<file path="src/rtl/alu_sequencer.sv">
// alu_sequencer: micro-program controller for the 2-bit ALU.
// An 8-entry instruction store is loaded while idle or halted, then stepped
// through on start. ALU operands are driven from registers; results are
// captured into acc/flg, and branches can test the captured flag.
//
// state   | meaning
// --------+-------------------------------------------------------------
// S_IDLE  | after reset, waiting for start
// S_FETCH | latch store[pc]; ALU operands are loaded on the way to EXEC
// S_EXEC  | operands stable, ALU settling; HALT word ends the program
// S_CAPT  | latch res/status (ALU kinds) or resolve branch; retire
// S_HALT  | program finished, done=1, waiting for start
module alu_sequencer #(
  parameter int TICK_DIV = 1,
  parameter int PROG_LEN = 8
) (
  input  logic                        fast_clk,
  input  logic                        rst,
  input  logic                        start,
  input  logic                        prog_we,
  input  logic [$clog2(PROG_LEN)-1:0] prog_addr,
  input  logic [11:0]                 prog_data,
  input  logic [1:0]                  res,
  input  logic                        status,
  output logic [1:0]                  in_A,
  output logic [1:0]                  in_B,
  output logic [4:0]                  opcode,
  output logic [1:0]                  acc,
  output logic                        flg,
  output logic [$clog2(PROG_LEN)-1:0] i,
  output logic                        busy,
  output logic                        done,
  output logic                        led,
  output logic [7:0]                  ubCounter
);

  localparam int PCW = $clog2(PROG_LEN);
  localparam int PW  = (TICK_DIV > 1) ? $clog2(TICK_DIV) : 1;

  // Bit 4 of an instruction carries nothing, so the store keeps 11 bits:
  // [10:9] kind, [8:4] op, [3:2] immA, [1:0] immB (bit 3 cond, [2:0] target).
  localparam logic [10:0] HALT_WORD = 11'h600;

  typedef enum logic [2:0] {
    S_IDLE,
    S_FETCH,
    S_EXEC,
    S_CAPT,
    S_HALT
  } state_t;

  state_t            r_state;
  state_t            w_next;
  logic [10:0]       r_store [PROG_LEN];
  logic [PCW-1:0]    r_pc;
  logic [PW-1:0]     r_presc;
  logic [1:0]        r_ir_kind;
  logic              r_ir_cond;
  logic [2:0]        r_ir_tgt;
  logic [1:0]        r_in_a;
  logic [1:0]        r_in_b;
  logic [4:0]        r_opcode;
  logic [1:0]        r_acc;
  logic              r_flg;
  logic              r_led;
  logic [7:0]        r_ub;

  logic              w_tick;
  logic              w_ctl_idle;
  logic              w_start_ok;
  logic [10:0]       w_word;
  logic              w_taken;
  logic              w_unused_bit4;

  assign w_unused_bit4 = prog_data[4];
  assign w_tick        = (r_presc == PW'(TICK_DIV - 1));
  assign w_ctl_idle    = (r_state == S_IDLE) || (r_state == S_HALT);
  assign w_start_ok    = start && w_ctl_idle;
  assign w_word        = r_store[r_pc];
  assign w_taken       = !r_ir_cond || r_flg;

  assign in_A      = r_in_a;
  assign in_B      = r_in_b;
  assign opcode    = r_opcode;
  assign acc       = r_acc;
  assign flg       = r_flg;
  assign i         = r_pc;
  assign led       = r_led;
  assign ubCounter = r_ub;

  // State register.
  always_ff @(posedge fast_clk or posedge rst) begin
    if (rst) r_state <= S_IDLE;
    else     r_state <= w_next;
  end

  // Next-state decode and status outputs; stepping states wait for tick.
  always_comb begin
    w_next = r_state;
    busy   = 1'b0;
    done   = 1'b0;
    case (r_state)
      S_IDLE:  if (start) w_next = S_FETCH;
      S_FETCH: begin
        busy = 1'b1;
        if (w_tick) w_next = S_EXEC;
      end
      S_EXEC: begin
        busy = 1'b1;
        if (w_tick) w_next = (r_ir_kind == 2'b11) ? S_HALT : S_CAPT;
      end
      S_CAPT: begin
        busy = 1'b1;
        if (w_tick) w_next = S_FETCH;
      end
      S_HALT: begin
        done = 1'b1;
        if (start) w_next = S_FETCH;
      end
      default: w_next = S_IDLE;
    endcase
  end

  // Datapath: store writes, prescaler, fetch/operand load, capture/branch.
  always_ff @(posedge fast_clk or posedge rst) begin
    if (rst) begin
      for (int k = 0; k < PROG_LEN; k++) r_store[k] <= HALT_WORD;
      r_pc      <= '0;
      r_presc   <= '0;
      r_ir_kind <= 2'b11;
      r_ir_cond <= 1'b0;
      r_ir_tgt  <= 3'd0;
      r_in_a    <= 2'd0;
      r_in_b    <= 2'd0;
      r_opcode  <= 5'd0;
      r_acc     <= 2'd0;
      r_flg     <= 1'b0;
      r_led     <= 1'b0;
      r_ub      <= 8'd0;
    end else begin
      if (prog_we && w_ctl_idle)
        r_store[prog_addr] <= {prog_data[11:5], prog_data[3:0]};

      if (w_start_ok || w_tick) r_presc <= '0;
      else                      r_presc <= r_presc + PW'(1);

      case (r_state)
        S_IDLE, S_HALT: begin
          if (start) begin
            r_pc <= '0;
            r_ub <= 8'd0;
          end
        end
        S_FETCH: begin
          if (w_tick) begin
            r_ir_kind <= w_word[10:9];
            r_ir_cond <= w_word[3];
            r_ir_tgt  <= w_word[2:0];
            // Operands go out on entry to EXEC so the ALU has all of EXEC
            // and CAPTURE to settle; branch/halt words leave them alone.
            if (w_word[10] == 1'b0) begin
              r_in_a   <= w_word[9] ? r_acc : w_word[3:2];
              r_in_b   <= w_word[1:0];
              r_opcode <= w_word[8:4];
            end
          end
        end
        S_CAPT: begin
          if (w_tick) begin
            if (r_ir_kind[1] == 1'b0) begin
              r_acc <= res;
              r_flg <= status;
              r_pc  <= r_pc + PCW'(1);
            end else begin
              r_pc  <= w_taken ? PCW'(r_ir_tgt) : r_pc + PCW'(1);
            end
            r_led <= ~r_led;
            if (r_ub != 8'hFF) r_ub <= r_ub + 8'd1;
          end
        end
        default: ;
      endcase
    end
  end

endmodule

</file>
<file path="config.mk">
export PLATFORM = sky130hd
export DESIGN_NAME = alu_sequencer
export DESIGN_NICKNAME = d
export VERILOG_FILES = /design/src/rtl/alu_sequencer.sv
export SDC_FILE = /design/constraint.sdc
export NUM_CORES = 1
export LEC_CHECK = 0
export BUFFER_PORTS_ARGS = -buffer_cell sky130_fd_sc_hd__buf_2
export CORE_MARGIN = 5
export CORE_UTILIZATION = 35
export CTS_CLUSTER_DIAMETER = 50
export CTS_CLUSTER_SIZE = 28
export DETAILED_ROUTE_END_ITERATION = 6
export GPL_ROUTABILITY_DRIVEN = 0
export PLACE_DENSITY = 0.59
export SLEW_MARGIN = 15
export SYNTH_ARGS = -nofsm -noshare
export SYNTH_HDL_FRONTEND = slang
export SYNTH_SLANG_ARGS = --single-unit
export TNS_END_PERCENT = 5
</file>
<file path="constraint.sdc">
create_clock -name fast_clk -period 4.2 [get_ports fast_clk]
set_input_delay 0.63 -clock fast_clk [delete_from_list [all_inputs] [get_ports fast_clk]]
set_output_delay 0.63 -clock fast_clk [all_outputs]
set_load 0.05 [all_outputs]
</file>
Word level (Yosys, flattened, before mapping)
Index checks and enable logic that the tools add are counted.
{"block": "op_classes", "n_lt_le_gt_ge": 3, "addsub": 3, "bitwise": 6, "muxes": 25, "eq_ne": 11, "reduce_logical": 18}
{"op": "$bwmux 88", "n": 1}
{"op": "$bmux 11 s3", "n": 1}
{"op": "$demux 11 s3", "n": 1}
{"op": "$mux 11", "n": 3}
{"op": "$mux 3", "n": 9}
{"op": "$mux 8", "n": 3}
{"op": "$pmux 8 s2", "n": 1}
{"op": "$pmux 3 s4", "n": 1}
{"op": "$reduce_and 3->1", "n": 3}
{"op": "$add 8x1->8 const B", "n": 1}
{"op": "$ge 4x4->1 const B", "n": 2}
{"op": "$ne 2x2->1 const B", "n": 4}
{"op": "$ne 8x8->1 const B", "n": 1}
{"op": "$not 3->4", "n": 2}
{"op": "$reduce_and 4->1", "n": 2}
{"op": "$eq 3x2->1 const B", "n": 2}
{"op": "$pmux 3 s2", "n": 1}
{"op": "$lt 4x1->1 const B", "n": 1}
{"op": "$not 1->1", "n": 4}
{"op": "$reduce_and 2->1", "n": 2}
{"op": "$add 3x1->3 const B", "n": 1}
{"op": "$eq 3x1->1 const B", "n": 1}
{"op": "$eq 3x3->1 const B", "n": 1}
{"op": "$logic_and 1x1->1", "n": 3}
{"op": "11 further kinds", "n": 15}
{"block": "word_totals", "output_inout_bits": 26, "in_bits": 22, "regBits": 122}

Logic depth before layout (Yosys ltp)
{"block": "depth", "ltp_word": 6, "ltp_mapped": 7}

Worst setup path after synthesis
Ideal clock, no wire load.
{"block": "synth_path", "path_type": "flip-flop to flip-flop", "startpoint": "reg r_pc[0] (netlist: i[0])", "endpoint": "reg r_in_a[1] (netlist: in_A[1])", "setup_time_ps": 125, "period_less_slack_ps": 2372, "arrival_time_ps": 2248, "required_ps": 4075, "stages_incl_launch_ff": 6, "path_slack_ps": 1828, "cell_sequence": "dfrtp_1 -> buf_6 -> mux4_1 -> mux2i_1 -> mux2_2 -> mux2_2"}
{"block": "synth_via", "elab_chain_len": 6, "word_cells_on_any_way": 7, "classes_between": "mux: 4; bitwise: 2; reduce/logical: 1"}
{"item": "start, declared", "line": "55", "text": "logic [PCW-1:0] r_pc;"}
{"item": "start signal, assigned", "line": "173", "text": "r_pc <= r_pc + PCW'(1);"}
{"item": "start signal, assigned", "line": "175", "text": "r_pc <= w_taken ? PCW'(r_ir_tgt) : r_pc + PCW'(1);"}
{"item": "$not 3->4 (not written as such) (*)", "line": "79", "text": "assign w_word = r_store[r_pc];"}
{"item": "$bmux 11 s3 (*)", "line": "79"}
{"item": "$mux 11 (not written as such) (*) (2 in series)", "line": "79"}
{"item": "$not 1->1 (no source line)"}
{"item": "$reduce_and 3->1 (no source line)"}
{"item": "end signal, assigned", "line": "162", "text": "r_in_a <= w_word[9] ? r_acc : w_word[3:2];"}
{"item": "end, declared", "line": "60", "text": "logic [1:0] r_in_a;"}
Mark *: on every way between the ends. The rest lies on a longest branch, timed or not. The select of a mux whose other input is x is not followed.
A chain may end at the register's enable or synchronous reset.

Worst setup path in the final report
{"block": "layout_path", "startpoint": "reg r_pc[0] (netlist: i[0])", "endpoint": "reg r_in_b[0] (netlist: in_B[0])"}
{"block": "layout_via", "elab_chain_len": 6}
{"item": "$not 3->4 (not written as such) (*)", "line": "79"}
{"item": "$bmux 11 s3 (*)", "line": "79"}
{"item": "$mux 11 (not written as such) (*) (2 in series)", "line": "79"}
{"item": "$not 1->1 (no source line)"}
{"item": "$reduce_and 3->1 (no source line)"}
{"item": "end signal, assigned", "line": "163", "text": "r_in_b <= w_word[1:0];"}
{"item": "end, declared", "line": "61", "text": "logic [1:0] r_in_b;"}
Marked as above.

==> run_results.csv <==
group,metric,value,unit
placed_design,post-dp-hpwl,7780,µm
worst_setup_path,series_of_cell_instances_along_the_critical_path,"buf_4 > mux4_2 > mux2i_2 > buf_4 > nand2_1 > mux2_1",
grt,grt_overflow_total,0,
clocking,post_cts_hold_buffer_count,0,
synth,synth.distinct_cells,40,
worst_setup_path,critical_path.startpoint_type,"flip-flop",
detailed_routing,routed-via-count,3400,
worst_setup_path,regToRegStartpoint,"i[0]",
placed_design,buffer_ports.inserted,46,
worst_hold_path,holdCritPathClass,"primary input to async pin",
timing,final_max_slew_viol_count,0,
clocking,cts_setup_buffers,0,
worst_setup_path,cp_common_cell,"sky130_fd_sc_hd__buf_4",
timing,achievable-frequency,0.357,GHz
timing,fin_tns_setup,0,ns
final_layout,number_of_antenna_cells_inserted,0,
clocking,cts.reportedPaths.clkPinSlew,0.06,ns
power,p_leak,3.00,nW
synth,synth_area_per_cell,14.3,µm²
timing,grt_setup_unrepaired,"false",
floorplan,num_rows,46,
power,pwr_density_cell,789,nW/µm²
grt,grt_start_max_net_pins,78,
final_layout,area_growth_syn_to_layout,18.6,%
detailed_routing,wl_per_cell,18.2,µm
detailed_routing,detailedRoute.firstPassIterationCount,4,
timing,post-route-period-util,66.7,%
worst_setup_path,r2r_cells,6,
worst_setup_path,worstReg2RegEnd,"in_B[0]",
flow_run,cap_violations,0,
final_layout,layout.core_utilization,41.9,%
clocking,clk_latency,0.41,ns
synth,synth.ff_latch_count,122,
grt,first_pass_grt_wire_length,19200,µm
worst_setup_path,max_stage_delay,0.72,ns
floorplan,die_width,136,µm
floorplan,fp.coreArea,15800,µm²
synth,yosys_most_used_dff,"sky130_fd_sc_hd__dfrtp_1",
final_layout,post-route-cell-area,6620,µm²
timing,finalHoldViolations,0,
detailed_routing,postRouteWirelength,12200,µm
clocking,cts-root-to-sink-buffers,2,
synth,post_synth_inst_count,389,
worst_setup_path,worstPathMaxFanout,16,
final_layout,drive_gt1_share,47.6,%
synth,synth.yosys.seq_area_share,55.1,%
worst_setup_path,critical_path_required,4.49,ns
clocking,cts-htree-levels,4,
worst_setup_path,critical_path_buf_inv_count,2,
worst_setup_path,top_cell_family_by_delay_on_the_critical_path,"multiplexers",
final_layout,final_common_cell,"sky130_fd_sc_hd__dfrtp_1",
synth,synth_nets,413,
timing,relSlewSlack,33.7,%
timing,setup-violations-final,0,
clocking,tritoncts,"yes",
timing,tightestPinTransition,0.991,ns
clocking,cts-buffers-inserted,17,
grt,grt_antenna_before_repair,0,
worst_setup_path,path_class,"flip-flop to flip-flop",
floorplan,fp.dieArea,18600,µm²
detailed_routing,drc,0,
worst_setup_path,worst-endpoint-arrival,3.10,ns
synth,synth-edff-count,0,
detailed_routing,viasPerCell,5.09,
final_layout,final_net_count,463,
worst_setup_path,r2r_slack,1.40,ns
placed_design,placed_area,6020,µm²
grt,gr-usage-all-layers,13.9,%
final_layout,commonest_non_fill_non_tap_cells_in_the_layout,"104 x sky130_fd_sc_hd__dfrtp_1, 97 x sky130_fd_sc_hd__mux2_2, 46 x sky130_fd_sc_hd__buf_2",
timing,min_period,2.80,ns
synth,mappedNetlistArea,5580,µm²
timing,skew,0.00828,ns
worst_setup_path,slowest_stage,"sky130_fd_sc_hd__dfrtp_1",
clocking,clk_root_buffer_cell,"sky130_fd_sc_hd__clkbuf_16",
clocking,clkSinkCount,122,
floorplan,ios,48,
synth,async_reset_ff_share,100,%
floorplan,floorplan.die.height,136,µm
detailed_routing,detail-route-antenna-nets,0,
synth,yosysWarnings,0,
grt,via_count_of_the_first_global_routing_pass,3509,
power,vdd_drop_max,0.000531,V
worst_setup_path,worst_setup_path_end_kind,"flip-flop",
floorplan,initial_core_util,35.4,%
clocking,postCtsResizedCells,0,
detailed_routing,drt_iter0_markers,168,
outcome,run_status,"finished, final reports clean",
[worst reg2reg max path, delay by kind of cell, from the launching register on]
family	cells	cell delay, ns
buf+inv	2	0.70
flops	1	0.72
mux	3	1.11
simple gates	1	0.17
[kinds of logic (layout without fill, tap and decap cells)]
logic type | Yosys count | in the layout | share of synthesized area [%]
mux | 132 | 132 | 31.7
xor+xnor | 2 | 2 | 0.314
buf+inv | 28 | 91 | 2.49
other cells | 1 | 1 | 0.0672
flops | 122 | 122 | 55.1
compound gates | 42 | 42 | 4.24
fa+ha+maj | 2 | 2 | 0.448
simple gates | 60 | 60 | 5.58
[area by class of cell]
class	count	area [µm²]
clock buffers	25	505
clock inverters	7	88.8
fillers	1499	9160
inverters	7	28.8
multi-input cells	239	2370
flip-flops and latches	122	3080
well taps	216	270
repair buffers	52	275
[synthesized netlist by cell type, types with 2 or more instances]
| cell | number | area [µm²] |
|---|---|---|
| sky130_fd_sc_hd__nand2_1 | 19 | 71.3 |
| sky130_fd_sc_hd__mux2i_1 | 9 | 90.1 |
| sky130_fd_sc_hd__nor2b_1 | 3 | 18.8 |
| sky130_fd_sc_hd__nor4b_1 | 3 | 26.3 |
| sky130_fd_sc_hd__a31oi_1 | 8 | 50.1 |
| sky130_fd_sc_hd__xor2_1 | 2 | 17.5 |
| sky130_fd_sc_hd__buf_2 | 8 | 40.0 |
| sky130_fd_sc_hd__mux4_2 | 12 | 270 |
| sky130_fd_sc_hd__mux4_1 | 10 | 263 |
| sky130_fd_sc_hd__dfstp_2 | 18 | 473 |
| sky130_fd_sc_hd__a21oi_1 | 16 | 80.1 |
| sky130_fd_sc_hd__and2_1 | 2 | 12.5 |
| sky130_fd_sc_hd__inv_1 | 7 | 26.3 |
| sky130_fd_sc_hd__dfrtp_1 | 104 | 2600 |
| sky130_fd_sc_hd__and3_1 | 4 | 25.0 |
| sky130_fd_sc_hd__mux2_4 | 2 | 30.0 |
| sky130_fd_sc_hd__or3_1 | 5 | 31.3 |
| sky130_fd_sc_hd__clkbuf_1 | 10 | 37.5 |
| sky130_fd_sc_hd__nor2_1 | 14 | 52.6 |
| sky130_fd_sc_hd__nand4_1 | 2 | 12.5 |
| sky130_fd_sc_hd__o31ai_1 | 2 | 15.0 |
| sky130_fd_sc_hd__mux2_2 | 97 | 1090 |
| sky130_fd_sc_hd__o21ai_0 | 11 | 55.1 |
| sky130_fd_sc_hd__nand3_1 | 4 | 20.0 |
| sky130_fd_sc_hd__ha_1 | 2 | 25.0 |
[power by group]
group	internal (mW)	switching (mW)
registers	1.74	0.318
clock network	0.948	0.492
logic	0.823	0.901
[per-layer routing]
layer  GRT usage, %  wire [µm]  vias to the layer above
li1               -          -                     1542
met1           18.9       5690                     1765
met2           21.2       5660                       73
met3           3.33        602                       20
met4           6.33        203                        0
met5              0          0                        -
[worst max path at each step]
stage,start,end,slack [ns],cells past startpoint
5_1_grt,i[0],in_B[0],1.22,6
3_5_place_dp,i[0],in_B[0],1.34,6
2_1_floorplan,rst,acc[0],0.36,1
4_1_cts,i[0],in_B[0],1.32,6
3_3_place_gp,i[0],in_B[0],1.39,6
6_report,i[0],in_B[0],1.40,6
[sequential cells by signal (all words and copies together), names as in the netlist, 2 cells and up]
name,flops
opcode,5
i,3
r_ir_kind,2
ubCounter,8
in_B,2
r_ir_tgt,3
in_A,2
r_state,3
r_store,88
acc,2
[metrics by stage]
step	std cells	power, mW	hold WS (ns)	worst slack [ns]
floorplan	389	3.38	0.470	0.357
global placement	636	3.72	0.454	1.39
detailed placement	636	3.81	0.453	1.34
CTS	668	5.28	0.427	1.32
global route	668	5.51	0.434	1.22
finish	668	5.22	0.435	1.40
(Power assumes the default switching activity.)
